[config.mk]
export PLATFORM = sky130hd
export DESIGN_NAME = grf_wb_queue
export DESIGN_NICKNAME = d
export VERILOG_FILES = /design/src/rtl/grf_wb_queue.sv
export SDC_FILE = /design/constraint.sdc
export NUM_CORES = 1
export LEC_CHECK = 0
export CORE_AREA = 2 2 139 209
export DETAILED_ROUTE_END_ITERATION = 12
export DIE_AREA = 0 0 141 211
export PLACE_DENSITY = 0.72
export SLEW_MARGIN = 20
export SYNTH_ARGS = -nofsm -noshare
export SYNTH_HDL_FRONTEND = slang
export SYNTH_SLANG_ARGS = --single-unit
export TNS_END_PERCENT = 100
[constraint.sdc]
create_clock -name clk -period 4.7 [get_ports clk]
set_input_delay 0.705 -clock clk [delete_from_list [all_inputs] [get_ports clk]]
set_output_delay 0.705 -clock clk [all_outputs]
set_load 0.01 [all_outputs]
[src/rtl/grf_wb_queue.sv]
// grf_wb_queue: in-order write-back buffer in front of the GRF write port.
// Long-latency producers push register writes here. The queue drains one
// entry per cycle into the GRF whenever the main pipeline is not using the
// write port. Two combinational lookup ports let decode bypass values that
// are still queued.
//
// Handshake (enqueue side): a write transfers at the rising edge where
// enq_valid && enq_ready. enq_ready depends only on registered state
// (count != DEPTH), never on enq_valid or on a same-cycle drain. A producer
// that sees enq_ready low must hold enq_valid/enq_addr/enq_data stable.
// Writes to register 0 complete the handshake but are not stored.
module grf_wb_queue #(
  parameter int DEPTH = 4,
  parameter int PTR_W = 2
) (
  input  logic             clk,
  input  logic             reset,
  input  logic             enq_valid,
  output logic             enq_ready,
  input  logic [4:0]       enq_addr,
  input  logic [31:0]      enq_data,
  input  logic             wb_hold,
  output logic             regwe,
  output logic [4:0]       wb_addr,
  output logic [31:0]      wb_data,
  input  logic [4:0]       rd_addr1,
  output logic             rd_hit1,
  output logic [31:0]      rd_data1,
  input  logic [4:0]       rd_addr2,
  output logic             rd_hit2,
  output logic [31:0]      rd_data2,
  output logic [PTR_W:0]   count,
  output logic             empty
);

  localparam logic [PTR_W:0] DEPTH_CNT = (PTR_W+1)'(DEPTH);

  logic [4:0]       r_addr [DEPTH];
  logic [31:0]      r_data [DEPTH];
  logic [DEPTH-1:0] r_vld;
  logic [PTR_W-1:0] r_head;
  logic [PTR_W-1:0] r_tail;
  logic [PTR_W:0]   r_count;

  logic             w_enq;
  logic             w_deq;
  logic [PTR_W-1:0] w_age_idx [DEPTH];

  // Status and write-port outputs; full/empty come from the count only.
  assign count     = r_count;
  assign empty     = (r_count == '0);
  assign enq_ready = (r_count != DEPTH_CNT);
  assign regwe     = !empty && !wb_hold;
  assign wb_addr   = r_addr[r_head];
  assign wb_data   = r_data[r_head];

  // A register-0 write is acknowledged but never occupies a slot.
  assign w_enq = enq_valid && enq_ready && (enq_addr != 5'd0);
  assign w_deq = regwe;

  // Slot index ordered by age: element 0 is the head (oldest).
  always_comb begin
    for (int i = 0; i < DEPTH; i++) begin
      w_age_idx[i] = r_head + PTR_W'(i);
    end
  end

  // Port 1 lookup: walk oldest to youngest so the youngest match wins.
  always_comb begin
    rd_hit1  = 1'b0;
    rd_data1 = '0;
    for (int i = 0; i < DEPTH; i++) begin
      if (r_vld[w_age_idx[i]] && (r_addr[w_age_idx[i]] == rd_addr1) &&
          (rd_addr1 != 5'd0)) begin
        rd_hit1  = 1'b1;
        rd_data1 = r_data[w_age_idx[i]];
      end
    end
  end

  // Port 2 lookup: same youngest-wins walk as port 1.
  always_comb begin
    rd_hit2  = 1'b0;
    rd_data2 = '0;
    for (int i = 0; i < DEPTH; i++) begin
      if (r_vld[w_age_idx[i]] && (r_addr[w_age_idx[i]] == rd_addr2) &&
          (rd_addr2 != 5'd0)) begin
        rd_hit2  = 1'b1;
        rd_data2 = r_data[w_age_idx[i]];
      end
    end
  end

  // Queue storage, pointers and occupancy; enqueue and drain never touch
  // the same slot in one cycle because that would need count==DEPTH.
  always_ff @(posedge clk or negedge reset) begin
    if (!reset) begin
      r_head  <= '0;
      r_tail  <= '0;
      r_count <= '0;
      r_vld   <= '0;
      for (int i = 0; i < DEPTH; i++) begin
        r_addr[i] <= '0;
        r_data[i] <= '0;
      end
    end else begin
      if (w_enq) begin
        r_addr[r_tail] <= enq_addr;
        r_data[r_tail] <= enq_data;
        r_vld[r_tail]  <= 1'b1;
        r_tail         <= r_tail + 1'b1;
      end
      if (w_deq) begin
        r_vld[r_head] <= 1'b0;
        r_head        <= r_head + 1'b1;
      end
      case ({w_enq, w_deq})
        2'b10:   r_count <= r_count + 1'b1;
        2'b01:   r_count <= r_count - 1'b1;
        default: r_count <= r_count;
      endcase
    end
  end

endmodule
==> flow_summary.ini, run 1 <==
[die]
core_um2 = 27870
die_h_um = 211
start_util_pct = 45.71
die_area_um2 = 29750
dieWidth_um = 141
ios = 160
num_rows = 75

[global_route]
grt_max_degree = 98
grt_overflow_total = 0
grt_use_total_pct = 25.00
grt_pass1_wl_mm = 57.17
grt_antenna_before_repair = 2
grt_pass1_vias = 10000

[placement]
dp_hpwl_mm = 24.58
gp_congestion = 0.9531
dpl.cell_count = 1418
port_buffers = 159

[timing]
hold_slack_ns = 0.3834
fmax_mhz = 213.6
fin_crit_sh_pct = 99.59
finalCriticalPeriod_ns = 4.681
hold_viol = 0
tightest_slew_ns = 0.9484
rsz0062_at_grt = true
finClkSkew_ns = 0.01285
drv_slew = 0
relSlewSlack_pct = 36.77
setup_viol = 0

[worst_setup_path]
crit_required_ns = 3.99
cp.arrival_ns = 3.98
endpoint_kind = output port
worstSetupStartpoint = r_head[1]
worst-path-max-fanout = 31
start_kind = flop
r2r-start = count[0]
worstSetupPathType = reg2out

[power_and_ir_drop]
total_power_w = 0.01398
vdd_drop_max_mv = 0.5383
power.leakage_nw = 6.196
power_density_nw_per_um2 = 898.9

[clocking]
h-tree-depth = 4
clk_pin_slew_ns = 0.07
cts_tree = yes
cts.path.max_buffers = 2
cts.sinks = 159
hold_buffers = 0
cts_buffers = 17
clock-root-buffer = clkbuf_16
clk_latency_ns = 0.43

[synthesis]
ys_warn_count = 0
yosysMostFrequentCell = dfrtp_1
synthTopCellsByArea = dfrtp_1 (31%), mux4_2 (25%), mux2_2 (13%)
synth.avg_cell_area_um2 = 13.21
ys_seq_elements = 159
yosys.area.top_type = dfrtp_1
synth-async-reset-ratio_pct = 100.0
ys_seq_area_share_pct = 31.23
synth_nets = 1025
synth_edf_count = 0
yosysTopAreaCellShare_pct = 31.23
yosys-top-cells-count = dfrtp_1 (159), mux2_2 (151), mux4_2 (143), nand2_1 (69), clkbuf_1 (48)
syn_inst = 964
syn_area_um2 = 12740
yosysUniqueCellTypes = 48
synth_ff_type = dfrtp_1

[routing]
finalWirelength_mm = 36.02
wl_per_cell_um = 24.67
viasPerCell = 6.616
dr.pass1.iters = 5
vias = 9659
drcViolationCount = 0
drt_iter0_drc = 706
final_antenna_net_count = 0

[cells_and_area]
drive_gt1_share_pct = 42.72
fill_cells = 2293
instances_no_fill = 1460
multi_input_area_um2 = 8290
nets = 1160
synthToLayoutAreaGrowth_pct = 22.07
final-seq-area_um2 = 3986

[flow_run]
cap_violations = 0

[worst_hold_path]
holdCritPathClass = in2async

[outcome]
status = completed
path summary, 6_finish.rpt:
check                         endpoint  slack [ns]  depth (start not counted)
setup / recovery           rd_data1[4]        0.02                         11
setup reg to reg           r_data[121]        2.09                          7
min in group clk              count[0]        0.53                          1
hold / removal             r_data[112]        0.38                          1
hold reg to reg               count[0]        0.53                          1
max in group asynchronous    r_data[7]        3.43                          2
cell usage in the layout, fill, tap and decap left out, types with 30 or more instances in the layout:
cell	instances
dfrtp_1	157
mux2_2	151
mux4_2	144
clkdlybuf4s50_1	105
nand2_1	65
nor2_1	38
nor3_1	36
buf_4	36
dlygate4sd2_1	32
a211oi_2	31
mux2i_1	30
layout make-up:
cell class              instances  area share [%]
clock inverters                 9           1.030
diodes                          2         0.03219
flip-flops and latches        159           25.64
clock buffers                  23           2.945
inverters                      13          0.3138
multi-input cells             696           53.32
well taps                     346           2.784
repair buffers                212           13.94
metal layers:
metal  up-vias  track usage, %  wire length, µm
met4         0           11.17             1300
met1      5060           30.33            13510
met5         -               0                0
met2       384           44.04            19390
li1       4130               -                -
met3        85           3.831             1821
metrics by stage:
stage | setup slack, ns | cell area [µm²] | TNS (ns) | util (%)
detailed placement | 0.1470 | 14710 | 0 | 52.79
finish | 0.01906 | 15550 | 0 | 55.79
global placement | 0.1792 | 14710 | 0 | 52.79
floorplan | 0.1155 | 12740 | 0 | -
global route | -0.1667 | 15550 | -0.9492 | 55.79
CTS | 0.0005942 | 15430 | 0 | 55.38
timing repair:
item / 4_1_cts / 5_1_grt
setup endpoints to repair: 64 / 34
pin swaps: 2 / 1
resized for setup: 45 / 37
setup buffers: 8 / 0
kinds of logic (layout without fill, tap and decap cells):
family,Yosys count,after routing,synth area share [%]
AO/OA/AOI/OAI,124,124,10.57
XOR/XNOR,43,43,2.956
adder cells (fa/ha/maj),10,10,1.041
buffers and inverters,109,257,4.626
flip-flops,159,159,31.23
multiplexers,332,332,42.64
other,0,2,0
AND/OR/NAND/NOR,187,187,6.935
power by group:
part           switching, W  leakage [nW]  internal, W  total, W
Clock              0.000562         0.288     0.000905   0.00147
Sequential         0.000832          1.88      0.00209   0.00292
Combinational       0.00444          4.02      0.00515   0.00959
sequential cells by signal, indices dropped and copies added, names as in the netlist:
signal / cells
count: 3
r_addr: 20
r_data: 128
r_head: 2
r_tail: 2
r_vld: 4
critical path, stage by stage (launching register included):
cell and delay [ns]:
dfrtp_4 0.41, inv_1 0.08, ha_4 0.38, buf_4 0.16, mux2i_1 0.25, mux2_2 0.23
o211ai_1 0.12, or4_2 0.68, and2_2 0.24, buf_12 0.20, a211oi_2 0.21, clkdlybuf4s50_1 0.56
Power figures use the tool's default switching activity.
==> run 2, diff against run 1 <==
--- a/config.mk
+++ b/config.mk
@@ -9,6 +9,8 @@
 export DETAILED_ROUTE_END_ITERATION = 12
 export DIE_AREA = 0 0 141 211
 export PLACE_DENSITY = 0.72
+export REMOVE_ABC_BUFFERS = 1
+export SETUP_SLACK_MARGIN = 0.5
 export SLEW_MARGIN = 20
 export SYNTH_ARGS = -nofsm -noshare
 export SYNTH_HDL_FRONTEND = slang
==> run 2 against run 1 <==
Effect of this change:
- clock skew decreased by 0.0014 ns
- sequential cell count unchanged
- clock power decreased by 12%
- routed wire length increased by 14%
- fmax increased by 8.0%
- sequential share of layout area decreased by 1.7 points
- hold slack improved by 0.0019 ns
- register-to-register slack got worse by 0.04 ns
- design area increased by 7.1%
==> flow_summary.ini, run 2 (synthesized netlist as in run 1, its figures left out) <==
[worst_setup_path]
start_kind = flop
endpoint_kind = output port
worstSetupStartpoint = r_head[0]
cp.arrival_ns = 3.63
crit_required_ns = 3.99
worstPathCellList = inv_4 > ha_4 > buf_4 > mux4_2 > xnor2_2 > and4_4 > a22oi_2 > or3_4 > buf_12 > buf_16 > o221ai_4 > buf_2
cp_slowest_cell = mux4_2
slowest_delay_ns = 0.55
r2r.worst_path.cells = 7
r2r-start = count[0]
worstSetupPathType = reg2out
timing.critical_path.to = rd_data2[8]
r2r-end = r_data[122]
worst-path-max-fanout = 6
rrSetupSlack_ns = 2.05

[outcome]
status = completed

[timing]
rsz0062_at_grt = true
finClkSkew_ns = 0.01142
hold_viol = 0
fmax_mhz = 230.7
relSlewSlack_pct = 36.35
drv_slew = 0
tightest_slew_ns = 0.9548
fin_crit_sh_pct = 92.23
finalCriticalPeriod_ns = 4.335
setup_viol = 0
worst_slack_ns = 0.3650
fin_setup_tns_ns = 0

[power_and_ir_drop]
power.leakage_nw = 6.293
total_power_w = 0.01538
power_density_nw_per_um2 = 923.7
vdd_drop_max_mv = 0.5529

[clocking]
cts.path.max_buffers = 2
clk_latency_ns = 0.44
h-tree-depth = 4
hold_buffers = 0
cts_tree = yes
clk_pin_slew_ns = 0.07
clock-root-buffer = clkbuf_16
cts_buffers = 17
cts.sinks = 159

[cells_and_area]
multi_input_area_um2 = 8872
final_cell_mix = dfrtp_1 (157), mux2_2 (151), mux4_2 (148), clkdlybuf4s50_1 (93), nand2_1 (64)
biggestRegsByFlops = r_data (128), r_addr (20), r_vld (4)
drive_gt1_share_pct = 56.08
final_common_cell = dfrtp_1
largest_reg_flops = 128
regMostFlops = r_data
synthToLayoutAreaGrowth_pct = 30.70
nets = 1207
fill_cells = 2128
final-seq-area_um2 = 3986

[global_route]
grt_pass1_vias = 10290
grt_max_degree = 102
grt_overflow_total = 0
grt_pass1_wl_mm = 59.58
grt_antenna_before_repair = 1
grt_use_total_pct = 26.37

[routing]
drcViolationCount = 0
finalWirelength_mm = 40.91
viasPerCell = 6.725
vias = 10140
dr.pass1.iters = 5
wl_per_cell_um = 27.15
drt_iter0_drc = 685
final_antenna_net_count = 0

[die]
core_um2 = 27870
die_h_um = 211
ios = 160
start_util_pct = 45.71
dieWidth_um = 141
die_area_um2 = 29750
num_rows = 75

[placement]
dp_hpwl_mm = 24.32
port_buffers = 159
post-place-ws_ns = 0.03465
gp_congestion = 0.9523

[flow_run]
cap_violations = 0

[worst_hold_path]
holdCritPathClass = in2async
==> run 2: cell types whose count changed in the layout (fill, tap and decap cells not counted), moves of 10 or more <==
cell             delta
nor2_2             +12
buf_12             +13
a211oi_4           +10
buf_2              +43
nor2_1             -14
buf_4              +17
o221ai_4           +11
dlymetal6s2s_1     -20
clkdlybuf4s50_1    -12
buf_6              +12
dlygate4sd2_1      -30
mux2i_1            -11
==> run 2: through the flow <==
| stage | utilization (%) | hold WS (ns) | area (µm²) | std cells |
|---|---|---|---|---|
| final | 59.74 | 0.3853 | 16650 | 1507 |
| after global routing | 59.73 | 0.4509 | 16650 | 1506 |
| after CTS | 57.42 | 0.4324 | 16000 | 1485 |
| after detailed placement | 52.63 | 0.5231 | 14670 | 1412 |
| after global placement | 52.63 | 0.5252 | 14670 | 1412 |
| after floorplan | - | 0.4094 | 12200 | 868 |
==> run 2: worst min-delay path by stage <==
stage          slack, ns  startpoint         end  depth (start not counted)
4_1_cts             0.43       reset   r_data[0]                          1
6_report            0.39       reset  r_data[77]                          1
2_1_floorplan       0.41       reset    count[0]                          0
3_3_place_gp        0.53    count[2]    count[2]                          1
5_1_grt             0.45       reset  r_data[24]                          1
3_5_place_dp        0.52    count[2]    count[2]                          1
==> run 2: layout make-up <==
cell class / instances / area share (%)
multi-input combinational: 696 / 53.29
sequential: 159 / 23.94
timing repair buffer: 259 / 16.59
tap: 346 / 2.600
clock buffer: 18 / 2.578
clock inverter: 14 / 0.6538
inverter: 13 / 0.3231
antenna: 2 / 0.03006
==> run 2: timing repair <==
item | CTS | global route
gates resized for setup | 322 | 100
buffers inserted | 33 | 12
cloned | 8 | 8
setup endpoints to repair | 66 | 66
pin swaps | 17 | 41
==> run 2: per-layer routing <==
metal	global-route usage, %	wire length, µm	vias to the layer above
li1	-	-	4213
met1	30.49	14610	5297
met2	46.26	21990	491
met3	5.282	2281	134
met4	13.69	2034	0
met5	0	0	-
==> run 2: power by group <==
group | internal, W | leakage, nW | switching, W | total [W]
Clock | 0.000683 | 0.255 | 0.000605 | 0.00129
Sequential | 0.00209 | 1.88 | 0.000870 | 0.00296
Combinational | 0.00597 | 4.15 | 0.00516 | 0.0111
Total | 0.00874 | 6.29 | 0.00664 | 0.0154
==> run 2: critical path, delay by kind of cell (launching register included) <==
kind | cells | cell delay, ns
buf+inv | 5 | 0.64
mux | 1 | 0.55
flops | 1 | 0.44
fa+ha+maj | 1 | 0.34
xor+xnor | 1 | 0.23
simple gates | 2 | 0.71
compound gates | 2 | 0.28
==> run 3, diff against run 2 <==
--- a/config.mk
+++ b/config.mk
@@ -5,10 +5,12 @@
 export SDC_FILE = /design/constraint.sdc
 export NUM_CORES = 1
 export LEC_CHECK = 0
-export CORE_AREA = 2 2 139 209
+export CELL_PAD_IN_SITES_DETAIL_PLACEMENT = 1
+export CELL_PAD_IN_SITES_GLOBAL_PLACEMENT = 2
+export CORE_AREA = 2 2 157 236
 export DETAILED_ROUTE_END_ITERATION = 12
-export DIE_AREA = 0 0 141 211
-export PLACE_DENSITY = 0.72
+export DIE_AREA = 0 0 159 238
+export PLACE_DENSITY = 0.8
 export REMOVE_ABC_BUFFERS = 1
 export SETUP_SLACK_MARGIN = 0.5
 export SLEW_MARGIN = 20
==> run 3 against run 2 <==
Effect of this change:
- power increased by 5.7%
- sequential power is essentially flat
- register-to-register slack lost 0.12 ns
- first-iteration DRC count fell by 8.2%
- routed wire length up 17%
- sequential cell count did not move
- core utilization shrank 10 points
- clock skew barely moved
==> flow_summary.ini, run 3 (synthesized netlist as in run 1, its figures left out) <==
[timing]
setup_viol = 0
finalCriticalPeriod_ns = 4.464
worst_slack_ns = 0.2361
fmax_mhz = 224.0
relSlewSlack_pct = 43.64
tightest_slew_ns = 0.8454
hold_viol = 0
rsz0062_at_grt = true
fin_crit_sh_pct = 94.98
finClkSkew_ns = 0.01151
drv_slew = 0

[power_and_ir_drop]
vdd_drop_max_mv = 0.4834
power_density_nw_per_um2 = 923.2
clkPwrFrac_pct = 8.9
power.leakage_nw = 6.716
pwr-share-comb_pct = 72.8
netSwitchingPower_w = 0.007028
switching_share_pct = 43.24
seqPwrFrac_pct = 18.3
internal_power_w = 0.009224

[placement]
dp_hpwl_mm = 27.38
gp_congestion = 0.8182
post-place-ws_ns = 0.1070
dpl.cell_count = 1552
port_buffers = 159

[worst_setup_path]
cp_top_family = simple AND/OR/NAND/NOR gates
worstSetupPathType = reg2out
cp_slowest_cell = mux4_2
endpoint_kind = output port
cp.arrival_ns = 3.76
crit_buf_inv = 5
worst-path-max-fanout = 7
worstPathCellList = inv_4 > ha_4 > buf_12 > mux4_2 > xnor2_1 > and4_4 > a22oi_2 > or3_4 > buf_6 > buf_16 > o221ai_4 > buf_2
slowest_delay_ns = 0.55
start_kind = flop
crit_required_ns = 3.99

[global_route]
grt_pass1_wl_mm = 68.63
grt_antenna_before_repair = 1
grt_overflow_total = 0
grt_max_degree = 84
grt_pass1_vias = 10930
grtUsageMet1_pct = 27.08
use_met2_pct = 45.05
top_usage_layer = met2
grt_use_total_pct = 23.92
grt_use_met3_pct = 3.668

[outcome]
status = completed

[cells_and_area]
final_common_cell = dfrtp_1
drive_gt1_share_pct = 59.69
biggestRegsByFlops = r_data (128), r_addr (20), r_vld (4)
regMostFlops = r_data
final_util_pct = 49.26
synthToLayoutAreaGrowth_pct = 38.20
instances_no_fill = 1697
largest_reg_flops = 128
final_cell_mix = dfrtp_1 (157), mux2_2 (150), mux4_2 (146), clkdlybuf4s50_1 (92), buf_4 (76)
nets = 1267

[die]
die_area_um2 = 37840
dieWidth_um = 159
ios = 160
num_rows = 85
die_h_um = 238
core_um2 = 35730
start_util_pct = 35.65

[flow_run]
cap_violations = 0

[routing]
viasPerCell = 6.132
final_antenna_net_count = 0
drcViolationCount = 0
drt_iter0_drc = 629
vias = 10410
finalWirelength_mm = 47.93
wl_per_cell_um = 28.25
dr.pass1.iters = 4

[clocking]
clock-root-buffer = clkbuf_16
cts.sinks = 159
hold_buffers = 0
clk_pin_slew_ns = 0.06
clk_latency_ns = 0.44
cts.path.max_buffers = 2
h-tree-depth = 4
cts_tree = yes
cts_buffers = 17

[worst_hold_path]
holdCritPathClass = in2async
## run 3: metrics by stage
step / total power, W / hold WS (ns) / TNS [ns] / cell area, µm²
final: 0.01625 / 0.3065 / 0 / 17600
after global routing: 0.01704 / 0.3448 / 0 / 17600
after CTS: 0.01529 / 0.3340 / 0 / 16850
after detailed placement: 0.01259 / 0.5446 / 0 / 14920
after global placement: 0.01230 / 0.5268 / 0 / 14920
after floorplan: 0.009415 / 0.4094 / -610.49 / 12200
## run 3: power by group through the flow
| stage | Sequential [W] | Clock (W) | Combinational (W) |
|---|---|---|---|
| floorplan | 0.00295 | 0 | 0.00646 |
| global placement | 0.00282 | 0 | 0.00949 |
| detailed placement | 0.00293 | 0 | 0.00966 |
| CTS | 0.00291 | 0.00147 | 0.0109 |
| global route | 0.00307 | 0.00153 | 0.0124 |
| finish | 0.00298 | 0.00145 | 0.0118 |
## run 3: layer usage
metal	part of all wire, %	vias up
li1	-	4345
met1	37	5569
met2	55	378
met3	4.3	114
met4	4.0	0
met5	0	-
## run 3: layout make-up
type                       instances  area (µm²)
fill                            3602       18130
multi-input combinational        698        8962
sequential                       159        3986
timing repair buffer             317        3396
tap                              478       598.1
clock buffer                      21       470.5
clock inverter                    10       135.1
inverter                          13       53.80
antenna                            1       2.502
## run 3: final timing paths
kind / startpoint / to / slack, ns / depth (start not counted)
worst max-delay path: r_head[0] / rd_data2[1] / 0.24 / 12
worst min-delay path: reset / r_data[112] / 0.31 / 1
worst max register to register: count[0] / r_data[39] / 1.93 / 7
worst min register to register: count[0] / count[0] / 0.55 / 1
max in group asynchronous: reset / r_head[1] / 3.23 / 2
min in group clk: count[0] / count[0] / 0.55 / 1
## run 3: what timing repair did
item / in CTS / in global routing
cloned: 13 / 7
endpoints found under the setup margin: 66 / 65
resized for setup: 370 / 124
pin swaps: 46 / 53
setup buffers: 71 / 22
## run 3: worst register-to-register path, cell delays in order (launching register included)
cell	delay, ns
dfrtp_1	0.42
inv_1	0.10
nand3_1	0.10
nand2_1	0.06
a21oi_1	0.65
nand2_2	0.58
buf_4	0.41
mux2_2	0.32
